### src/rtl/rf_pkg.sv
// Shared constants and buffer-state encoding for the register-file writeback controller.
package rf_pkg;

    localparam int NUM_REGS = 32;
    localparam int AW       = 5;
    localparam int DW       = 32;

    typedef enum logic {
        BUF_EMPTY = 1'b0,
        BUF_FULL  = 1'b1
    } buf_state_e;

endpackage

### src/rtl/wb_skid_buf.sv
// One-entry writeback holding buffer with a valid/ready input side.
// The entry can be granted and refilled at the same edge, so a steady stream sustains one write per cycle.
module wb_skid_buf
    import rf_pkg::*;
#(
    parameter int AW = rf_pkg::AW,
    parameter int DW = rf_pkg::DW
) (
    input  logic          clk,
    input  logic          reset,
    input  logic          in_valid,
    output logic          in_ready,
    input  logic [AW-1:0] in_addr,
    input  logic [DW-1:0] in_data,
    input  logic          grant,
    output logic          full,
    output logic [AW-1:0] out_addr,
    output logic [DW-1:0] out_data
);

    buf_state_e    state_q, state_d;
    logic [AW-1:0] addr_q, addr_d;
    logic [DW-1:0] data_q, data_d;
    logic          accept;

    assign full     = (state_q == BUF_FULL);
    assign in_ready = (state_q == BUF_EMPTY) | grant;
    assign accept   = in_valid & in_ready;
    assign out_addr = addr_q;
    assign out_data = data_q;

    // Next entry state: a refill takes precedence over the drain caused by a grant.
    always_comb begin
        state_d = state_q;
        addr_d  = addr_q;
        data_d  = data_q;
        if (accept) begin
            state_d = BUF_FULL;
            addr_d  = in_addr;
            data_d  = in_data;
        end else if (grant) begin
            state_d = BUF_EMPTY;
        end else begin
            state_d = state_q;
        end
    end

    // Entry registers.
    always_ff @(posedge clk) begin
        if (reset) begin
            state_q <= BUF_EMPTY;
            addr_q  <= {AW{1'b0}};
            data_q  <= {DW{1'b0}};
        end else begin
            state_q <= state_d;
            addr_q  <= addr_d;
            data_q  <= data_d;
        end
    end

endmodule

### src/rtl/rf_writeback_ctrl.sv
// Shares the register-file write port between ALU (port 0) and LSU (port 1) writebacks and tracks busy destinations.
// Optional macro WB_ROUND_ROBIN_EN: round-robin on contention; otherwise port 1 has fixed priority.
module rf_writeback_ctrl
    import rf_pkg::*;
#(
    parameter int NUM_REGS = rf_pkg::NUM_REGS,
    parameter int AW       = rf_pkg::AW,
    parameter int DW       = rf_pkg::DW
) (
    input  logic                clk,
    input  logic                reset,
    input  logic                wb0_valid,
    output logic                wb0_ready,
    input  logic [AW-1:0]       wb0_addr,
    input  logic [DW-1:0]       wb0_data,
    input  logic                wb1_valid,
    output logic                wb1_ready,
    input  logic [AW-1:0]       wb1_addr,
    input  logic [DW-1:0]       wb1_data,
    input  logic                issue_valid,
    input  logic [AW-1:0]       issue_rd,
    input  logic [AW-1:0]       rs1_addr,
    input  logic [AW-1:0]       rs2_addr,
    output logic                hazard,
    output logic [AW-1:0]       R3_addr,
    output logic [DW-1:0]       R3_data,
    output logic                R3_wr_en,
    output logic [NUM_REGS-1:0] busy_debug
);

    logic                full0, full1;
    logic                grant0, grant1, grant_any;
    logic [AW-1:0]       buf0_addr, buf1_addr, gnt_addr;
    logic [DW-1:0]       buf0_data, buf1_data, gnt_data;
    logic [AW-1:0]       r3_addr_q, r3_addr_d;
    logic [DW-1:0]       r3_data_q, r3_data_d;
    logic                r3_wr_en_q, r3_wr_en_d;
    logic [NUM_REGS-1:0] busy_q, busy_d;
`ifdef WB_ROUND_ROBIN_EN
    logic                rr_q, rr_d;
`endif

    wb_skid_buf #(.AW(AW), .DW(DW)) u_buf0 (
        .clk      (clk),
        .reset    (reset),
        .in_valid (wb0_valid),
        .in_ready (wb0_ready),
        .in_addr  (wb0_addr),
        .in_data  (wb0_data),
        .grant    (grant0),
        .full     (full0),
        .out_addr (buf0_addr),
        .out_data (buf0_data)
    );

    wb_skid_buf #(.AW(AW), .DW(DW)) u_buf1 (
        .clk      (clk),
        .reset    (reset),
        .in_valid (wb1_valid),
        .in_ready (wb1_ready),
        .in_addr  (wb1_addr),
        .in_data  (wb1_data),
        .grant    (grant1),
        .full     (full1),
        .out_addr (buf1_addr),
        .out_data (buf1_data)
    );

    // Grant selection: at most one full buffer per cycle.
    always_comb begin
        grant0 = 1'b0;
        grant1 = 1'b0;
`ifdef WB_ROUND_ROBIN_EN
        rr_d   = rr_q;
        if (full0 & full1) begin
            grant0 = ~rr_q;
            grant1 = rr_q;
            rr_d   = ~rr_q;
        end else begin
            grant0 = full0;
            grant1 = full1;
            rr_d   = rr_q;
        end
`else
        grant1 = full1;
        grant0 = full0 & ~full1;
`endif
        grant_any = grant0 | grant1;
        if (grant1) begin
            gnt_addr = buf1_addr;
            gnt_data = buf1_data;
        end else begin
            gnt_addr = buf0_addr;
            gnt_data = buf0_data;
        end
    end

    // Write-port and scoreboard update; a same-cycle reservation beats the clear.
    always_comb begin
        r3_addr_d  = r3_addr_q;
        r3_data_d  = r3_data_q;
        r3_wr_en_d = 1'b0;
        busy_d     = busy_q;
        if (grant_any) begin
            r3_addr_d  = gnt_addr;
            r3_data_d  = gnt_data;
            r3_wr_en_d = (gnt_addr != {AW{1'b0}});
            if (gnt_addr != {AW{1'b0}}) begin
                busy_d[gnt_addr] = 1'b0;
            end else begin
                busy_d = busy_d;
            end
        end else begin
            r3_wr_en_d = 1'b0;
        end
        if (issue_valid && (issue_rd != {AW{1'b0}})) begin
            busy_d[issue_rd] = 1'b1;
        end else begin
            busy_d = busy_d;
        end
    end

    // Controller state registers.
    always_ff @(posedge clk) begin
        if (reset) begin
            r3_addr_q  <= {AW{1'b0}};
            r3_data_q  <= {DW{1'b0}};
            r3_wr_en_q <= 1'b0;
            busy_q     <= {NUM_REGS{1'b0}};
        end else begin
            r3_addr_q  <= r3_addr_d;
            r3_data_q  <= r3_data_d;
            r3_wr_en_q <= r3_wr_en_d;
            busy_q     <= busy_d;
        end
    end

`ifdef WB_ROUND_ROBIN_EN
    // Round-robin pointer: 0 favours port 0 on the next contested cycle.
    always_ff @(posedge clk) begin
        if (reset) begin
            rr_q <= 1'b0;
        end else begin
            rr_q <= rr_d;
        end
    end
`endif

    assign hazard = ((rs1_addr != {AW{1'b0}}) & busy_q[rs1_addr]) |
                    ((rs2_addr != {AW{1'b0}}) & busy_q[rs2_addr]);

    assign R3_addr    = r3_addr_q;
    assign R3_data    = r3_data_q;
    assign R3_wr_en   = r3_wr_en_q;
    assign busy_debug = busy_q;

endmodule
### config.mk
export PLATFORM = sky130hd
export DESIGN_NAME = rf_writeback_ctrl
export DESIGN_NICKNAME = d
export VERILOG_FILES = /design/src/rtl/rf_pkg.sv /design/src/rtl/wb_skid_buf.sv /design/src/rtl/rf_writeback_ctrl.sv
export SDC_FILE = /design/constraint.sdc
export NUM_CORES = 1
export LEC_CHECK = 0
export ABC_CLOCK_PERIOD_IN_PS = 4000
export BUFFER_PORTS_ARGS = -buffer_cell sky130_fd_sc_hd__buf_2
export CAP_MARGIN = 20
export CORE_MARGIN = 5
export CORE_UTILIZATION = 39
export DETAILED_ROUTE_END_ITERATION = 16
export SLEW_MARGIN = 30
export SYNTH_ARGS = -nofsm -noshare
export SYNTH_HDL_FRONTEND = slang
export SYNTH_SLANG_ARGS = --single-unit
### constraint.sdc
create_clock -name clk -period 4 [get_ports clk]
set_input_delay 0.6 -clock clk [delete_from_list [all_inputs] [get_ports clk]]
set_output_delay 0.6 -clock clk [all_outputs]
set_load 0.1 [all_outputs]
Word level (Yosys, flattened, before mapping). Cells that the tools add are included.

Order comparisons: 6. Mux-type cells: 16. Reduce and logical (&&, ||, !) cells: 9. Bitwise gates (word level): 13.

Operators by type and width (number): $mux W32 (4); $and A32 B32 Y32 (1); $not A32 Y32 (1); $or A32 B32 Y32 (1); $lt A5 B6 Y1 const B (4); $reduce_bool A5 Y1 (4); $bmux W1 S5 (2); $demux W1 S5 (2); $ge A5 B1 Y1 const B (2); $mux W1 (7); $mux W5 (1); $and A1 B1 Y1 (4); $logic_and A1 B1 Y1 (3); $not A1 Y1 (3); $or A1 B1 Y1 (3); $reduce_bool A2 Y1 (1); $reduce_or A2 Y1 (1).

Output and inout bits: 73. Bits in registers: 146. Input bits: 94.

Logic depth before layout (Yosys ltp).
Depth after elaboration: 11. Mapped depth: 7. Mapped depth without buffers: 5.

Hierarchy. From an unflattened synthesis, not the netlist that was laid out.

Cell total of the unflattened synthesis: 793. Area total of the unflattened synthesis: 6949.2 sq um.

By module, submodules not included: rf_writeback_ctrl (cells an instance 449, times used 1, seq. area each 1401.3 sq um, area an instance 3691.0 sq um); wb_skid_buf (cells an instance 172, times used 2, seq. area each 760.7 sq um, area an instance 1629.1 sq um).

Least setup slack after synthesis. Ideal clock, no wire load.

Path kind: flip-flop to output port. From: register busy_q[27] (netlist: busy_debug[27]). To: output hazard. Cell stages (with the launch flop): 6. Arrival: 2.600 ns. Slack: 0.800 ns. Cells stage by stage: dfxtp_1 -> mux4_1 -> mux2_2 -> nand3_2 -> nand3_1 -> or4_1.

Word-level cells in the longest chain between the ends: 4. Elaborated cells on any way between the ends: 7.

RTL lines: from (decl) (line rf_writeback_ctrl.sv:38) `logic [NUM_REGS-1:0] busy_q, busy_d;`; from (signal assigned) (line rf_writeback_ctrl.sv:129) `busy_q <= {NUM_REGS{1'b0}};`; from (signal assigned) (line rf_writeback_ctrl.sv:134) `busy_q <= busy_d;`; $bmux W1 S5, on equally long branches (line rf_writeback_ctrl.sv:149, rf_writeback_ctrl.sv:150); $mux W1, on equally long branches (line rf_writeback_ctrl.sv:149, rf_writeback_ctrl.sv:150); $and A1 B1 Y1, on equally long branches (line rf_writeback_ctrl.sv:149, rf_writeback_ctrl.sv:150); $or A1 B1 Y1 (*) (line rf_writeback_ctrl.sv:149) `assign hazard = ((rs1_addr != {AW{1'b0}}) & busy_q[rs1_addr]) |`; to (decl) (line rf_writeback_ctrl.sv:24) `output logic hazard,`.

Mark *: on every way between the ends. The rest lies on a longest branch, timed or not. The select of a mux whose other input is x is not followed.

Worst setup path after layout.
From: input rs2_addr[0]. To: output hazard.

Word-level cells in the longest chain between the ends: 4. Elaborated cells on any way between the ends: 5.

RTL lines: from (decl) (line rf_writeback_ctrl.sv:23) `input logic [AW-1:0] rs2_addr,`; $bmux W1 S5 (line rf_writeback_ctrl.sv:150) `((rs2_addr != {AW{1'b0}}) & busy_q[rs2_addr]);`; $mux W1 (implied by the code) (line rf_writeback_ctrl.sv:150); $and A1 B1 Y1 (*) (line rf_writeback_ctrl.sv:150); $or A1 B1 Y1 (*) (line rf_writeback_ctrl.sv:149).

Marked as above.

==> results by group <==
Floorplanning
  • Chip Height: 136.6 um
  • Die area: 0.01867 mm2
  • IO Pins: 167
  • Std-Cell Rows: 46
  • Starting density of the core: 0.3951
  • Core Footprint: 0.01583 mm2
  • Die width: 136.6 um

Layout
  • Layout net count: 965
  • Core Util, Final: 0.4905
  • Layout cells sized above 1: 0.2455
  • Register area: between 0.002 and 0.003 mm2
  • Area grow syn2layout: 24.15%
  • Fillers: 1550
  • Area of the multi-input gates: 0.003088 mm2

Worst setup path
  • Crit path kind: in -> out
  • Worst-path fanout max: 7
  • FF-to-FF setup slack: 1590 ps
  • FF-to-FF path depth: 5
  • R2r endpoint: busy_debug[10]
  • Worst setup SP type: input pin
  • Crit. End Element: primary output
  • CP arrival: 2560 ps
  • Worst reg2reg startpoint: u_buf1.full
  • Worst path required time: 3400 ps

Global routing
  • Largest net degree at the start of global routing: 100
  • Grt total ovfl: 0
  • GRT Total Usage: 0.1845
  • First-pass GRT wire length: 27070 um
  • Initial antenna violation count: 6
  • Vias in the first global route: 5275

Power
  • Total power: 3.573 mW
  • Leakage: 3.426 nW
  • Pwr/cell area: 460.2 mW/mm2
  • VDD IR max: approximately 0.33 mV

Timing
  • Max frequency: between 0.3 and 0.4 GHz
  • Final setup viols: 0
  • Worst-Margin Slew: 919.8 ps
  • RSZ-0062 raised after global routing: false
  • Slew HR: 0.3868
  • Final min period: 3157 ps
  • Final Skew: 12.07 ps
  • Slew Limit Fails: 0
  • Setup tns final: 0 ps
  • Worst hold slack: 417.1 ps
  • Part of the cycle the worst path needs: 0.7892
  • Fin. Hold Viols: 0

Run
  • # Max-Cap Violations: 0

Synthesis
  • Async SR Flop Fraction: 0
  • Most frequent cells after synthesis: dfxtp_1 (146), nand2_1 (121), nor2_1 (121), a21oi_1 (109), mux2i_1 (77)
  • FF+latch count, synth: 146
  • Yosys cell types: 37
  • Register area share after synthesis: 0.4674
  • Avg Synthesized Cell Area: 8.555 um2
  • Adder-Cell Fraction of Synth Area: 0
  • Synth Area in XOR/XNOR: 0
  • Area contributors post-synth: dfxtp_1 (47%), mux2i_1 (12%), a21oi_1 (8.7%)
  • Largest family of logic cells by synthesized area: multiplexers
  • Yosys top cell by area: dfxtp_1
  • Count leader, synth: dfxtp_1
  • YS warnings: 0
  • Post-synth EDFFs: 0
  • Mux contribution to synthesized area: 0.1809
  • Yosys top cell area share: 0.4674
  • Ys flop type: dfxtp_1
  • Synth Area in Compound Gates: 0.1321
  • Syn_nets: 825
  • Netlist area before placement: 0.006253 mm2
  • Post-Syn Instances: 731
  • Fraction of the mapped netlist area in simple logic gates: 0.1803

Placed design
  • Routability congestion estimate: 0.8333
  • Post-DP HPWL: 11880 um
  • Buffers on Ports: 165

Route
  • Routed length per instance: around 16 um
  • DR vias: 5576
  • DRT iter0 DRCs: roughly 290
  • Post-route DRC violation count: 0
  • First-pass DRT Iterations: 4
  • Total Wirelength: between 15000 and 20000 um
  • Antenna-violating nets left: 0
  • Routed vias/inst: just over 5

Min path
  • Hold crit path type: in -> reg
  • Hold EP: u_buf1.out_data[19]
  • HP Start: wb1_data[19]
  • Hold Crit Depth: 3

CTS
  • Worst-path clk slew: 60 ps
  • CTS tree: yes
  • Clock sinks: 146
  • Worst skew pair latency: 410 ps
  • H-tree Lvls: 4
  • CTS max path bufs: 2
  • Setup repair bufs after CTS: 0
  • Hold Buf Count CTS: 0
  • CTS root buffer: clkbuf_16
  • CTS buffer count: 17
  • Post-CTS sizing: 0

Outcome
  • Status: completed
state kept, by name (all words and copies together), names as in the netlist:
register,cells
R3_addr,5
R3_data,32
R3_wr_en,1
busy_debug,32
u_buf0.full,1
u_buf0.out_addr,5
u_buf0.out_data,32
u_buf1.full,1
u_buf1.out_addr,5
u_buf1.out_data,32
how the worst max path moves through the flow:
stage,start,endpoint,slack (ps)
after floorplan,busy_debug[27],hazard,800
after global placement,rs2_addr[2],hazard,860
after detailed placement,rs2_addr[2],hazard,830
after CTS,rs2_addr[2],hazard,830
after global routing,rs2_addr[2],hazard,780
final,rs2_addr[0],hazard,840
cell type report:
cell class | instances | share of cell area
Sequential cell | 146 | 0.3768
Antenna cell | 1 | 0.0003223
Tap cell | 216 | 0.03481
Inverter | 4 | 0.001934
Clock inverter | 13 | 0.01773
Clock buffer | 19 | 0.05576
Multi-Input combinational cell | 529 | 0.3977
Timing Repair Buffer | 173 | 0.1149
per-layer routing:
layer | global-route usage | wire [um] | part of all wire | up-vias
li1 | - | - | - | 2773
met1 | 0.2335 | 7689 | 0.45 | 2585
met2 | 0.2922 | 7758 | 0.45 | 183
met3 | 0.06875 | 1467 | 0.085 | 25
met4 | 0.05935 | 190 | 0.011 | 10
met5 | 0 | 57 | 0.0033 | -
metrics by stage:
| stage | cells | instance area (um2) | worst slack, ps |
|---|---|---|---|
| global route | 1101 | 7764 | 776.4 |
| floorplan | 731 | 6254 | 799.9 |
| finish | 1101 | 7764 | 843.1 |
| detailed placement | 1068 | 7191 | 832.6 |
| CTS | 1100 | 7761 | 832.1 |
| global placement | 1068 | 7187 | 855.8 |
worst max-delay path, cell delays in order:
cell and delay [ps]:
buf_2 170, mux4_1 560, mux2_2 290, nand3_2 80, nand3_1 50, or4_1 490, buf_2 300
cells by family (layout without fill, tap and decap cells):
kind of cell           Yosys count  count (layout)
AND/OR/NAND/NOR                277             277
AO/OA/AOI/OAI                  158             158
flip-flops                     146             146
multiplexers                    93              93
buffers and inverters           56             209
other                            1               2
cell usage in the layout (no fill, tap or decap), types with 2 or more instances in the layout:
cell type   count
mux4_2          8
clkinvlp_4      3
nor2b_1         7
clkbuf_16      17
o21ai_0        36
bufinv_16       2
nand3_1         3
o22ai_1         2
dfxtp_2         2
a211oi_1        2
nand2b_1        7
nor2_1        121
a31oi_1         4
clkinv_4        3
inv_1           4
buf_4           8
nand2_1       121
nor3_1          8
nand3b_1        2
and2_1          2
clkbuf_1        2
clkinv_2        4
mux2i_1        77
buf_2         164
dfxtp_1       144
mux2_2          2
a21oi_1       109
mux4_1          6
power breakdown:
part / internal, mW / switching (mW) / total (mW)
clock network: 0.917 / 0.611 / 1.53
registers: 1.52 / 0.0434 / 1.56
logic: 0.141 / 0.341 / 0.481
Power figures use the tool's default switching activity.
